**config.mk**
```make
export PLATFORM = sky130hd
export DESIGN_NAME = stage_3
export DESIGN_NICKNAME = d
export VERILOG_FILES = /design/src/rtl/stage_3.sv
export SDC_FILE = /design/constraint.sdc
export NUM_CORES = 1
export LEC_CHECK = 0
export BUFFER_PORTS_ARGS = -buffer_cell sky130_fd_sc_hd__buf_2
export CAP_MARGIN = 40
export CORE_ASPECT_RATIO = 1.4
export CORE_MARGIN = 2
export CORE_UTILIZATION = 45
export CTS_CLUSTER_DIAMETER = 150
export DETAILED_ROUTE_END_ITERATION = 7
export PLACE_DENSITY_LB_ADDON = 0.2
export SYNTH_ARGS = -nofsm -noshare
export SYNTH_HDL_FRONTEND = slang
export SYNTH_SLANG_ARGS = --single-unit
```
**constraint.sdc**
```tcl
create_clock -name clk -period 11.1 [get_ports clk]
set_input_delay 1.11 -clock clk [delete_from_list [all_inputs] [get_ports clk]]
set_output_delay 1.11 -clock clk [all_outputs]
set_load 0.02 [all_outputs]
```
**src/rtl/stage_3.sv**
```systemverilog
// stage_3: one CORDIC scaling step. Captures x, y, z and the iteration index,
// then produces -d*y*2^-i and +d*x*2^-i by adjusting the float exponents
// directly (no multiplier, no float IP). It also produces the rotation
// direction d for the z-path. Fixed 3-cycle latency from the accepting edge
// to the done pulse.
module stage_3 #(
    parameter int FLOAT_DATA_WIDTH = 32,
    parameter int ITER_WIDTH       = 5,
    parameter int STATE_WIDTH      = 2
) (
    input  logic                        clk,
    input  logic                        rst,
    input  logic                        clk_en,
    input  logic                        start,
    input  logic [FLOAT_DATA_WIDTH-1:0] current_x,
    input  logic [FLOAT_DATA_WIDTH-1:0] current_y,
    input  logic [FLOAT_DATA_WIDTH-1:0] current_z,
    input  logic [ITER_WIDTH-1:0]       iteration,
    output logic [FLOAT_DATA_WIDTH-1:0] val_1,
    output logic [FLOAT_DATA_WIDTH-1:0] val_2,
    output logic                        dir,
    output logic                        done,
    output logic                        working
);

    // Field layout of an IEEE-754 single: 1 sign, 8 exponent, rest mantissa.
    localparam int EXP_W = 8;
    localparam int MAN_W = FLOAT_DATA_WIDTH - EXP_W - 1;

    typedef enum logic [STATE_WIDTH-1:0] {
        IDLE    = STATE_WIDTH'(0),
        CAPTURE = STATE_WIDTH'(1),
        SCALE   = STATE_WIDTH'(2),
        DONE    = STATE_WIDTH'(3)
    } stateT;

    stateT                        state_q;

    // Raw operands latched on the accepting edge.
    logic [FLOAT_DATA_WIDTH-1:0]  xRaw_q;
    logic [FLOAT_DATA_WIDTH-1:0]  yRaw_q;
    logic [EXP_W:0]               zSignExp_q;
    logic [ITER_WIDTH-1:0]        iter_q;

    // Decoded fields and direction produced in CAPTURE.
    logic                         sx_q;
    logic [EXP_W-1:0]             ex_q;
    logic [MAN_W-1:0]             mx_q;
    logic                         sy_q;
    logic [EXP_W-1:0]             ey_q;
    logic [MAN_W-1:0]             my_q;
    logic                         dCap_q;
    logic                         dCap_d;

    // Scaled results produced in SCALE, published in DONE.
    logic [FLOAT_DATA_WIDTH-1:0]  res1_q;
    logic [FLOAT_DATA_WIDTH-1:0]  res2_q;
    logic                         resDir_q;
    logic [FLOAT_DATA_WIDTH-1:0]  res1_d;
    logic [FLOAT_DATA_WIDTH-1:0]  res2_d;

    // Registered outputs.
    logic [FLOAT_DATA_WIDTH-1:0]  val1_q;
    logic [FLOAT_DATA_WIDTH-1:0]  val2_q;
    logic                         dir_q;
    logic                         done_q;
    logic                         working_q;

    // Divide one float by 2^i through the exponent alone. The subtraction is
    // one bit wider than the exponent, so a borrow shows up in bit 8 instead
    // of wrapping; a borrow or a zero result means the value underflows and
    // is flushed to +0.
    function automatic logic [FLOAT_DATA_WIDTH-1:0] scaleOperand(
        input logic                  sgn,
        input logic [EXP_W-1:0]      e,
        input logic [MAN_W-1:0]      m,
        input logic [ITER_WIDTH-1:0] i
    );
        logic [EXP_W:0] diff;
        diff = {1'b0, e} - (EXP_W + 1)'(i);
        if (e == '0) begin
            return '0;
        end else if (e == {EXP_W{1'b1}}) begin
            if (m != '0) begin
                return {1'b0, {EXP_W{1'b1}}, 1'b1, {(MAN_W - 1){1'b0}}};
            end else begin
                return {sgn, {EXP_W{1'b1}}, m};
            end
        end else if (diff[EXP_W] || diff == '0) begin
            return '0;
        end else begin
            return {sgn, diff[EXP_W-1:0], m};
        end
    endfunction

    // Direction and scaled values computed from the decoded registers. d=+1
    // for a non-negative or zero/denormal residual angle.
    always_comb begin
        dCap_d = 1'b0;
        res1_d = '0;
        res2_d = '0;
        dCap_d = ~zSignExp_q[EXP_W] || (zSignExp_q[EXP_W-1:0] == '0);
        res1_d = scaleOperand(sy_q ^ dCap_q, ey_q, my_q, iter_q);
        res2_d = scaleOperand(sx_q ^ ~dCap_q, ex_q, mx_q, iter_q);
    end

    // Control FSM and all datapath registers; outputs are registered so done
    // and working never glitch, and clk_en only gates acceptance in IDLE.
    always_ff @(posedge clk or posedge rst) begin
        if (rst) begin
            state_q    <= IDLE;
            xRaw_q     <= '0;
            yRaw_q     <= '0;
            zSignExp_q <= '0;
            iter_q     <= '0;
            sx_q       <= 1'b0;
            ex_q       <= '0;
            mx_q       <= '0;
            sy_q       <= 1'b0;
            ey_q       <= '0;
            my_q       <= '0;
            dCap_q     <= 1'b0;
            res1_q     <= '0;
            res2_q     <= '0;
            resDir_q   <= 1'b0;
            val1_q     <= '0;
            val2_q     <= '0;
            dir_q      <= 1'b0;
            done_q     <= 1'b0;
            working_q  <= 1'b0;
        end else begin
            case (state_q)
                IDLE: begin
                    done_q    <= 1'b0;
                    working_q <= 1'b0;
                    if (start && clk_en) begin
                        xRaw_q     <= current_x;
                        yRaw_q     <= current_y;
                        zSignExp_q <= current_z[FLOAT_DATA_WIDTH-1 -: EXP_W + 1];
                        iter_q     <= iteration;
                        state_q    <= CAPTURE;
                    end
                end
                CAPTURE: begin
                    sx_q      <= xRaw_q[FLOAT_DATA_WIDTH-1];
                    ex_q      <= xRaw_q[FLOAT_DATA_WIDTH-2 -: EXP_W];
                    mx_q      <= xRaw_q[MAN_W-1:0];
                    sy_q      <= yRaw_q[FLOAT_DATA_WIDTH-1];
                    ey_q      <= yRaw_q[FLOAT_DATA_WIDTH-2 -: EXP_W];
                    my_q      <= yRaw_q[MAN_W-1:0];
                    dCap_q    <= dCap_d;
                    working_q <= 1'b1;
                    state_q   <= SCALE;
                end
                SCALE: begin
                    res1_q    <= res1_d;
                    res2_q    <= res2_d;
                    resDir_q  <= dCap_q;
                    working_q <= 1'b1;
                    state_q   <= DONE;
                end
                DONE: begin
                    val1_q    <= res1_q;
                    val2_q    <= res2_q;
                    dir_q     <= resDir_q;
                    done_q    <= 1'b1;
                    working_q <= 1'b0;
                    state_q   <= IDLE;
                end
                default: begin
                    done_q    <= 1'b0;
                    working_q <= 1'b0;
                    state_q   <= IDLE;
                end
            endcase
        end
    end

    assign val_1   = val1_q;
    assign val_2   = val2_q;
    assign dir     = dir_q;
    assign done    = done_q;
    assign working = working_q;

endmodule

```
==> results.toml <==
[clock_network]
post_cts.repair.setup_buffers = 0
cts-htree-levels = 1
cts_tree = "done"
cts_max_path_buffers = 3
postCtsHoldBufs = 0
clk_pin_slew_ps = 60
clock_sinks = 277
numCtsBuffers = 26
post_cts_resized = 0
root_buffer = "clkbuf_16"
clock_latency_ps = 520

[timing]
rsz0062_at_grt = "no"
finalSetupViolCount = 0
period_minus_slack_ps = 3070
fmax_mhz = 326
worst_clock_skew_ps = 12.1
tightest_slew_ps = 874
report.final.slew_viol_count = 0
finalCritPeriodShare_pct = 27.6
fin_setup_tns_ps = 0
finalHoldViolCount = 0
slew_headroom_pct = 41.7
holdWs_ps = 470

[worst_hold_path]
hp-class = "reg2reg"

[global_routing]
antenna_found_initial = 5
grt_pass1_vias = 6918
met1_usage_pct = 23.3
grt_util_met2_pct = 31.0
grt_max_degree = 125
grt-ovfl-total = 0
grt_pass1_wl_um = 36900
grtUsageMet3_pct = 3.57
busiest_layer = "met2"
grt_usage_pct = 18.0

[outcome]
status = "finished clean"

[die]
ios = 172
core.rowCount = 68
core_area_mm2 = 0.0244
dieWidth_um = 137
dieArea_mm2 = 0.0260
start_util_pct = 45.5
die_h_um = 190

[critical_path]
crit_top_cell = "inv_1"
rrSetupSlack_ps = 8030
crit_path_cell_trace = "inv_1 -> ha_1 -> inv_1 -> fa_1 -> a211oi_1 -> o21ai_1 -> xnor2_1 -> nor4_1 -> a311oi_4 -> buf_4 -> a22o_1"
worstSetupStartpointType = "flip-flop"
cpPeakStageDelay_ps = 510
cp-end-kind = "flip-flop"
worst-setup-path-type = "reg2reg"
crit_buf_inv = 3
critical_path_peak_fanout = 22
slowest_stage = "nor4_1"
worst_path_dominant_cell_family = "compound AO/OA/AOI/OAI gates"
arrival_ps = 3470
worstPathRequired_ps = 11500

[synthesis]
synthTopCellsByArea = "dfrtp_1 (62%), mux2_2 (13%), mux2_1 (7.6%)"
netlist_area_mm2 = 0.0111
synth_edf_count = 0
yosys.area.top_type_share_pct = 62.5
async_flop_share_pct = 100
syn_nets = 878
ys_warn_count = 0
synth_largest_area_cell = "dfrtp_1"
syn_area_per_cell_um2 = 14.7
seq_area_frac_synth_pct = 62.5
synth_cell_types = 48
syn_inst = 756
yosys_register_bits = 277
synthFlopType = "dfrtp_1"

[detailed_routing]
num_vias = 6619
drcViolationCount = 0
avgViaCountPerCell = 5.35
routedWlPerCell_um = 18.3
drtAntennaViolNets = 0
first_pass_iters = 4
drt_first_iter_violations = 240
drt-total-wl_um = 22700

[placed_design]
placed_area_mm2 = 0.0123
hpwl_um = 15300
dp.cells = 1191
numPortBuffers = 148
place.gp.congestion = 0.805

[layout]
fin_cells = 1238
synthToLayoutAreaGrowth_pct = 18.1
finalNetCount = 1026
final_layout_size_suffix_gt1_share_pct = 36.2
design_area_mm2 = 0.0131

[power_and_ir_drop]
power.leakage_nw = 6.11
ir_drop_mv = 0.155
p_per_area_mw_per_mm2 = 326

[job]
maxCapViolCount = 0
==> metal layers <==
layer | vias to the layer above | part of all wire (%)
met2 | 138 | 51
met4 | 4 | 2.1
li1 | 3053 | -
met3 | 38 | 5.1
met5 | - | 0.11
met1 | 3386 | 42
==> synth_stat cells (8+ instances only) <==
library cell	n
buf_1	12
nor2_1	13
a22o_1	46
dfrtp_1	277
o2bb2ai_1	8
o21ai_0	11
nor4_1	15
nand2_1	13
mux2_1	75
clkbuf_1	19
ha_1	15
mux2_2	133
inv_1	19
a21oi_1	9
o21ai_1	9
==> cell type report <==
cell class / count / area, um2
Timing Repair Buffer: 159 / 896
Tap cell: 315 / 394
Fill cell: 2043 / 11300
Antenna cell: 3 / 7.51
Multi-Input combinational cell: 421 / 3970
Clock inverter: 4 / 98.8
Sequential cell: 277 / 6930
Clock buffer: 40 / 734
Inverter: 19 / 78.8
==> where the power goes <==
| group | internal, mW | switching (mW) | total [mW] |
|---|---|---|---|
| logic | 0.793 | 0.807 | 1.60 |
| registers | 1.49 | 0.298 | 1.79 |
| clock network | 0.523 | 0.363 | 0.886 |
| total | 2.80 | 1.47 | 4.27 |
==> flip-flops by register name, summed over array words and instances (netlist names), 5 cells and up <==
name        flops
xRaw_q         32
res1_q         32
val_2          32
my_q           23
ey_q            8
ex_q            8
mx_q           23
val_1          32
iter_q          5
yRaw_q         32
res2_q         32
zSignExp_q      9
==> path summary, 6_finish.rpt <==
path,from,to,cells after the start
worst max-delay path,ey_q[0],res1_q[14],11
worst min-delay path,zSignExp_q[8],dCap_q,1
worst max register to register,ey_q[0],res1_q[14],11
worst min register to register,zSignExp_q[8],dCap_q,1
max in group asynchronous,rst,xRaw_q[24],6
min in group asynchronous,rst,val_2[3],2
==> stage by stage <==
step	total power, mW	worst slack [ps]	utilization (%)
CTS	4.34	8030	53.7
floorplan	2.94	2350	-
finish	4.27	8030	53.7
global route	4.57	7780	53.7
detailed placement	3.43	7650	50.3
global placement	3.35	7270	49.8
==> layout by cell type, fill, tap and decap left out, types with 3 or more instances in the layout <==
cell type  instances
nor2b_1            3
clkbuf_1          12
and3_1             3
nor3b_1            3
a21oi_1            9
nand2_1           13
nand4_1            7
buf_2            148
o21ai_0           11
clkbuf_16         27
o21a_1             3
inv_1             17
diode_2            3
o21ai_1            9
o2bb2ai_1          8
nor4_1            15
nor2_1            13
xor2_1             7
bufinv_16          3
mux2_1            75
nor3_1             5
buf_4              6
a22o_1            46
ha_1              13
dfrtp_1          277
a21o_1             6
mux2_2           133
o211ai_1           5
==> cells by family (layout without fill, tap and decap cells) <==
| group | count (synthesis) | count (layout) | share of synthesized area (%) |
|---|---|---|---|
| simple gates | 76 | 76 | 3.87 |
| xor+xnor | 9 | 9 | 0.710 |
| other cells | 0 | 3 | 0 |
| mux | 208 | 208 | 21.1 |
| buf+inv | 58 | 222 | 2.28 |
| flops | 277 | 277 | 62.5 |
| fa+ha+maj | 17 | 17 | 2.05 |
| compound gates | 111 | 111 | 7.54 |
No activity file was read; power rests on OpenSTA's default activity.
